## src/rtl/priv_1_12_trap_sequencer.sv

```systemverilog
// ---------------------------------------------------------------------------
// priv_1_12_trap_sequencer
//
// Machine-mode trap sequencer for the v1.12 privilege block. It picks the
// highest-priority exception or interrupt, or accepts an mret. It then waits
// for the pipeline to drain and writes the trap CSRs (or restores mstatus for
// mret) through the CSR file's inject/next_* port. After that it redirects the
// PC and updates the current privilege level. No delegation is supported, so
// every trap lands in M-mode.
//
// Ports
//   CLK, nRST                 clock, synchronous active-low reset
//   ex_src[15:0]              exception requests, bit index = exception code
//   ex_tval, epc              trap value / pc of faulting instruction
//   mret                      mret retiring
//   pipe_clear                pipeline has drained
//   curr_mip, curr_mie        pending / enabled interrupts from the CSR file
//   curr_mstatus              MIE[3], MPIE[7], MPP[12:11]
//   curr_mtvec, curr_mepc     trap vector base/mode, mret return address
//   intr                      sequence in progress (fetch stalls)
//   inject_* / next_*         CSR write strobes and write data
//   insert_pc, priv_pc        one-cycle pipeline redirect and its target
//   curr_privilege_level      current privilege level
// ---------------------------------------------------------------------------
module priv_1_12_trap_sequencer #(
  parameter logic [1:0] RESET_PRIV = 2'b11,
  parameter int         VEC_SHIFT  = 2
) (
  input  logic        CLK,
  input  logic        nRST,
  input  logic [15:0] ex_src,
  input  logic [31:0] ex_tval,
  input  logic [31:0] epc,
  input  logic        mret,
  input  logic        pipe_clear,
  input  logic [31:0] curr_mip,
  input  logic [31:0] curr_mie,
  input  logic [31:0] curr_mstatus,
  input  logic [31:0] curr_mtvec,
  input  logic [31:0] curr_mepc,
  output logic        intr,
  output logic        inject_mcause,
  output logic        inject_mepc,
  output logic        inject_mtval,
  output logic        inject_mstatus,
  output logic [31:0] next_mcause,
  output logic [31:0] next_mepc,
  output logic [31:0] next_mtval,
  output logic [31:0] next_mstatus,
  output logic        insert_pc,
  output logic [31:0] priv_pc,
  output logic [1:0]  curr_privilege_level
);

  typedef enum logic [2:0] {
    IDLE,
    WAIT_TRAP,
    TRAP_WR,
    WAIT_MRET,
    MRET_WR,
    REDIRECT
  } state_t;

  // Priority tables, highest priority first. Exceptions 8/9/11 are mutually
  // exclusive, so their relative order does not matter.
  localparam int EX_N  = 14;
  localparam int INT_N = 6;
  localparam logic [3:0] EX_PRIO [0:EX_N-1] = '{
    4'd3, 4'd12, 4'd1, 4'd2, 4'd0, 4'd8, 4'd9, 4'd11,
    4'd6, 4'd4, 4'd15, 4'd13, 4'd7, 4'd5
  };
  localparam logic [3:0] INT_PRIO [0:INT_N-1] = '{
    4'd11, 4'd3, 4'd7, 4'd9, 4'd1, 4'd5
  };

  state_t      state_reg;
  logic        is_int_reg;
  logic [3:0]  code_reg;
  logic [29:0] epc_reg;
  logic [31:0] tval_reg;
  logic [1:0]  target_priv_reg;

  logic        gie;
  logic [31:0] pend;
  logic        ex_valid;
  logic [3:0]  ex_code;
  logic        int_valid;
  logic [3:0]  int_code;
  logic [31:0] vec_offset;

  // The low bits of the pc inputs are forced to zero on their way out.
  logic unused_pc_bits;
  assign unused_pc_bits = ^{epc[1:0], curr_mepc[1:0]};

  // The loops run from lowest to highest priority, so the last match
  // (the highest priority) is the one that sticks.
  always_comb begin
    gie       = (curr_privilege_level != 2'b11) | curr_mstatus[3];
    pend      = curr_mip & curr_mie & {32{gie}};
    ex_valid  = 1'b0;
    ex_code   = 4'd0;
    int_valid = 1'b0;
    int_code  = 4'd0;
    for (int i = EX_N - 1; i >= 0; i--) begin
      if (ex_src[EX_PRIO[i]]) begin
        ex_valid = 1'b1;
        ex_code  = EX_PRIO[i];
      end
    end
    for (int i = INT_N - 1; i >= 0; i--) begin
      if (pend[{1'b0, INT_PRIO[i]}]) begin
        int_valid = 1'b1;
        int_code  = INT_PRIO[i];
      end
    end
  end

  // The vectored offset applies only to interrupts in mode 1. Modes 2 and 3
  // fall back to direct mode.
  assign vec_offset = (curr_mtvec[1:0] == 2'b01 && is_int_reg)
                      ? ({28'd0, code_reg} << VEC_SHIFT) : 32'd0;

  always_ff @(posedge CLK) begin
    if (!nRST) begin
      state_reg            <= IDLE;
      curr_privilege_level <= RESET_PRIV;
      is_int_reg           <= 1'b0;
      code_reg             <= 4'd0;
      epc_reg              <= 30'd0;
      tval_reg             <= 32'd0;
      target_priv_reg      <= RESET_PRIV;
      intr                 <= 1'b0;
      inject_mcause        <= 1'b0;
      inject_mepc          <= 1'b0;
      inject_mtval         <= 1'b0;
      inject_mstatus       <= 1'b0;
      next_mcause          <= 32'd0;
      next_mepc            <= 32'd0;
      next_mtval           <= 32'd0;
      next_mstatus         <= 32'd0;
      insert_pc            <= 1'b0;
      priv_pc              <= 32'd0;
    end else begin
      // Write strobes and the redirect last one cycle only.
      inject_mcause  <= 1'b0;
      inject_mepc    <= 1'b0;
      inject_mtval   <= 1'b0;
      inject_mstatus <= 1'b0;
      insert_pc      <= 1'b0;

      case (state_reg)
        IDLE: begin
          // Exceptions beat interrupts, and any trap beats mret.
          if (ex_valid || int_valid) begin
            is_int_reg <= !ex_valid;
            code_reg   <= ex_valid ? ex_code : int_code;
            epc_reg    <= epc[31:2];
            tval_reg   <= ex_valid ? ex_tval : 32'd0;
            intr       <= 1'b1;
            state_reg  <= WAIT_TRAP;
          end else if (mret) begin
            intr      <= 1'b1;
            state_reg <= WAIT_MRET;
          end else begin
            intr <= 1'b0;
          end
        end

        WAIT_TRAP: begin
          if (pipe_clear) begin
            inject_mcause   <= 1'b1;
            inject_mepc     <= 1'b1;
            inject_mtval    <= 1'b1;
            inject_mstatus  <= 1'b1;
            next_mcause     <= {is_int_reg, 27'd0, code_reg};
            next_mepc       <= {epc_reg, 2'b00};
            next_mtval      <= tval_reg;
            next_mstatus    <= {curr_mstatus[31:13], curr_privilege_level,
                                curr_mstatus[10:8], curr_mstatus[3],
                                curr_mstatus[6:4], 1'b0, curr_mstatus[2:0]};
            target_priv_reg <= 2'b11;
            state_reg       <= TRAP_WR;
          end
        end

        TRAP_WR: begin
          insert_pc <= 1'b1;
          priv_pc   <= {curr_mtvec[31:2], 2'b00} + vec_offset;
          state_reg <= REDIRECT;
        end

        WAIT_MRET: begin
          if (pipe_clear) begin
            inject_mstatus  <= 1'b1;
            next_mstatus    <= {curr_mstatus[31:13], 2'b00,
                                curr_mstatus[10:8], 1'b1,
                                curr_mstatus[6:4], curr_mstatus[7],
                                curr_mstatus[2:0]};
            // Hypervisor encoding is unsupported, so MPP = 2'b10 returns to U.
            target_priv_reg <= (curr_mstatus[12:11] == 2'b10)
                               ? 2'b00 : curr_mstatus[12:11];
            state_reg       <= MRET_WR;
          end
        end

        MRET_WR: begin
          insert_pc <= 1'b1;
          priv_pc   <= {curr_mepc[31:2], 2'b00};
          state_reg <= REDIRECT;
        end

        REDIRECT: begin
          curr_privilege_level <= target_priv_reg;
          intr                 <= 1'b0;
          state_reg            <= IDLE;
        end

        default: begin
          intr      <= 1'b0;
          state_reg <= IDLE;
        end
      endcase
    end
  end

endmodule

```

## config.mk

```make
export PLATFORM = sky130hd
export DESIGN_NAME = priv_1_12_trap_sequencer
export DESIGN_NICKNAME = d
export VERILOG_FILES = /design/src/rtl/priv_1_12_trap_sequencer.sv
export SDC_FILE = /design/constraint.sdc
export NUM_CORES = 1
export LEC_CHECK = 0
export ABC_AREA = 1
export ABC_CLOCK_PERIOD_IN_PS = 2450
export BUFFER_PORTS_ARGS = -buffer_cell sky130_fd_sc_hd__buf_4
export CORE_ASPECT_RATIO = 1.25
export CORE_MARGIN = 2
export CORE_UTILIZATION = 25
export CTS_CLUSTER_SIZE = 14
export DETAILED_ROUTE_END_ITERATION = 7
export GPL_TIMING_DRIVEN = 0
export PLACE_DENSITY_LB_ADDON = 0.2
export SLEW_MARGIN = 10
export SYNTH_ARGS = -nofsm -noshare
export SYNTH_HDL_FRONTEND = slang
export SYNTH_SLANG_ARGS = --single-unit
```

## constraint.sdc

```tcl
create_clock -name CLK -period 2.45 [get_ports CLK]
set_input_delay 0.245 -clock CLK [delete_from_list [all_inputs] [get_ports CLK]]
set_output_delay 0.245 -clock CLK [all_outputs]
set_load 0.1 [all_outputs]
```

==> impl_metrics.ini <==
[grt]
antenna_found_initial = 1
first_global_vias = 9832
grt_remaining_overflow = 0
grt_use_total_pct = 18.4
grt_max_degree = 13
grt_pass1_wl_um = 55500

[critical_path]
path_cells = nand2_2 > nor2_4 > inv_2 > nor2_4 > ha_2 > inv_1 > fa_2 > o21ai_2 > nand2_2 > nor2_4 > nand2_1 > nand2_1 > nand3_2 > nand2_1 > nand2_1
crit-reg2reg-launch = is_int_reg
cp-startpoint = is_int_reg
worst-endpoint-required_ns = 2.88
start_kind = register
worstSetupEndpointType = register
cp_common_cell = nand2_1
critPathArrivalTime_ns = 2.77
crit_type = reg -> reg
r2r_cells = 15
critical-path-max-stage-delay_ns = 0.42
slowest_stage = fa_2
cp_max_fo = 5

[placed_design]
dpl-instance-area_sq_um = 12500
place.gp.congestion = 0.883
dp_cells = 2167
port_buffers = 322
hpwl_um = 28600

[clock_tree]
cts.sinks = 207
cts_root_buffer = clkbuf_16
h-tree-depth = 1
cts_made_buffers = 25
worstSkewPairLatency_ns = 0.54
cts_buffer_depth = 3
cts_tree = yes
cts.clk_slew.worst_paths_ns = 0.06

[die]
rows = 79
core_area_sq_um = 37200
die_h_um = 221
initial_core_util_pct = 25.3
dieArea_sq_um = 39200
ios = 412
die_width_um = 177

[logic_synthesis]
yosys_warnings = 0
ys_seq_area_share_pct = 44.1
synthesis.area_sq_um = 9400
syn_area_per_cell_sq_um = 7.07
yosysUniqueCellTypes = 37
ys_ff_latch = 207
synthesis.instances = 1329

[drt]
drtIter0Drc = 448
vias_per_cell = 4.36
drcViolationCount = 0
wl_per_cell_um = 16.0
vias = 10099
ant_nets = 0
drt_first_pass_iters = 5
wirelength_um = 37100

[timing]
setup_viol = 0
tightest_slew_ns = 0.745
final-max-slew-violation-count = 0
fin_crit_sh_pct = 95.7
setup_tns_ns = 0
max_freq_mhz = 427
relSlewSlack_pct = 50.3
rsz0062_at_grt = true
finClkSkew_ns = 0.0128
finalHoldViolations = 0
period_needed_ns = 2.34

[pwr]
power.switching_mw = 9.01
ir_drop_mv = 0.642
seqPwrFrac_pct = 27.9
power_density_nw_per_um2 = 1220
power_leakage_nw = 7.02
swShare_pct = 50.8
pwr-share-clk_pct = 20.8
finalPower_mw = 17.7
internal_power_mw = 8.72
comb_power_share_pct = 51.3

[layout]
stdcell_area_sq_um = 14500
area_growth_syn_to_layout_pct = 54.1
regArea_sq_um = 4150
finish.net_count = 2062
num-fill-cells = 3991
final_cell_count_no_fill = 2317
multiInputGateArea_sq_um = 4550
drive_above_1_share_pct = 28.8
utilization_pct = 39.0

[outcome]
status = finished clean

[min_path]
whs_path_depth = 5
worstHoldPathType = in -> reg
worst_hold_startpoint = curr_mtvec[30]

[run]
cap_violations = 0
synth_stat cells:
cell	number	share of area (%)
nor2_2	4	0.27
o21bai_1	1	0.080
or2_2	2	0.13
o21ai_0	125	6.7
nand2_1	298	12
buf_4	36	2.9
xor2_1	3	0.28
o221a_2	1	0.12
nand3b_1	6	0.48
o21ai_2	1	0.093
nor2_4	4	0.48
buf_1	4	0.16
nor2_8	1	0.21
nand3_1	52	2.8
a21oi_1	52	2.8
nand2_2	33	2.2
and2_1	1	0.067
inv_1	81	3.2
nor2_1	281	11
buf_12	4	0.85
a21oi_2	30	2.8
nand4_1	14	0.93
o211ai_1	6	0.48
nor3_1	11	0.59
nand3_2	2	0.21
a31oi_1	1	0.067
buf_2	20	1.1
o21ai_1	1	0.053
o221ai_1	2	0.19
nand2_4	3	0.36
clkbuf_1	34	1.4
conb_1	1	0.040
fa_1	1	0.21
ha_1	4	0.53
xnor2_1	1	0.093
dfxtp_1	207	44
and2b_1	1	0.080
cell usage in the layout, fill, tap and decap left out, types with 5 or more instances in the layout:
cell type      synthesis  routed
nand2_2               33      35
a21oi_1               52      51
o21ai_0              125     122
nand3_1               52      48
conb_1                 1      31
clkinv_2               0       5
nor2_2                 4       5
o211ai_1               6       6
nand3_2                2       6
nor2_1               281     275
a21oi_2               30      31
buf_2                 20      20
nand4_1               14      14
nor3_1                11      11
nor2_4                 4       9
clkbuf_1              34      37
inv_1                 81      80
dlygate4sd3_1          0     101
buf_4                 36     363
clkbuf_16              0      25
nand3b_1               6       6
dfxtp_1              207     206
nand2_1              298     296
layout make-up:
class	count	share of cell area, %
repair buffers	428	23.9
plain buffers	97	4.07
well taps	486	4.20
clock inverters	12	0.890
inverters	81	2.10
flip-flops and latches	207	28.6
multi-input cells	973	31.4
diodes	1	0.0173
clock buffers	32	4.71
power groups by stage:
| stage | logic, mW | clock network [mW] | registers [mW] |
|---|---|---|---|
| 2_1_floorplan | 2.92 | 0 | 8.77 |
| 3_3_place_gp | 9.01 | 0 | 4.98 |
| 3_5_place_dp | 9.04 | 0 | 4.99 |
| 4_1_cts | 9.19 | 3.81 | 4.94 |
| 5_1_grt | 9.69 | 3.96 | 5.06 |
| 6_report | 9.09 | 3.70 | 4.94 |
routing by layer:
metal  global-route usage, %  part of all wire (%)  vias up  wire length (um)
li1                        -                     -     5138                 -
met1                    20.9                    40     4558             14700
met2                    33.8                    50      353             18600
met3                    4.47                   7.4       50              2750
met4                    5.71                   2.6        0               975
met5                       0                     0        -                 0
path summary, 6_finish.rpt:
kind	to	slack (ns)
setup reg to reg	priv_pc[16]	0.11
hold / removal	priv_pc[30]	0.03
hold reg to reg	priv_pc[30]	0.45
setup / recovery	priv_pc[16]	0.11
stage by stage:
| step | setup WS, ns | hold slack [ns] |
|---|---|---|
| after global placement | -0.755 | 0.438 |
| final | 0.106 | 0.0263 |
| after global routing | -0.0379 | 0.0240 |
| after floorplan | 0.201 | 0.379 |
| after CTS | 0.00742 | 0.00409 |
| after detailed placement | -0.755 | 0.441 |
worst max-delay path: cells and delay by family, from the launching register on:
family	cells	cell delay [ns]
AOI/OAI and AO/OA	1	0.19
and+or+nand+nor	10	0.95
DFF	1	0.37
adders and majority gates	2	0.59
buffers and inverters	2	0.14
kinds of logic (layout without fill, tap and decap cells):
| group | Yosys count | after routing | synth area share, % |
|---|---|---|---|
| other | 1 | 32 | 0.0399 |
| buffers and inverters | 179 | 650 | 9.55 |
| adders and majority gates | 5 | 5 | 0.746 |
| DFF | 207 | 207 | 44.1 |
| AOI/OAI and AO/OA | 220 | 220 | 13.3 |
| and+or+nand+nor | 713 | 713 | 31.9 |
| xor gates and xnor gates | 4 | 4 | 0.373 |
timing repair:
action                                 in CTS  in global routing
endpoints found under the hold margin     100                  0
pin swaps                                   2                 10
hold buffers                              101                  0
setup endpoints to repair                  20                 15
gates resized for setup                    14                 14
setup buffers                               1                  4
Power figures use the tool's default switching activity.
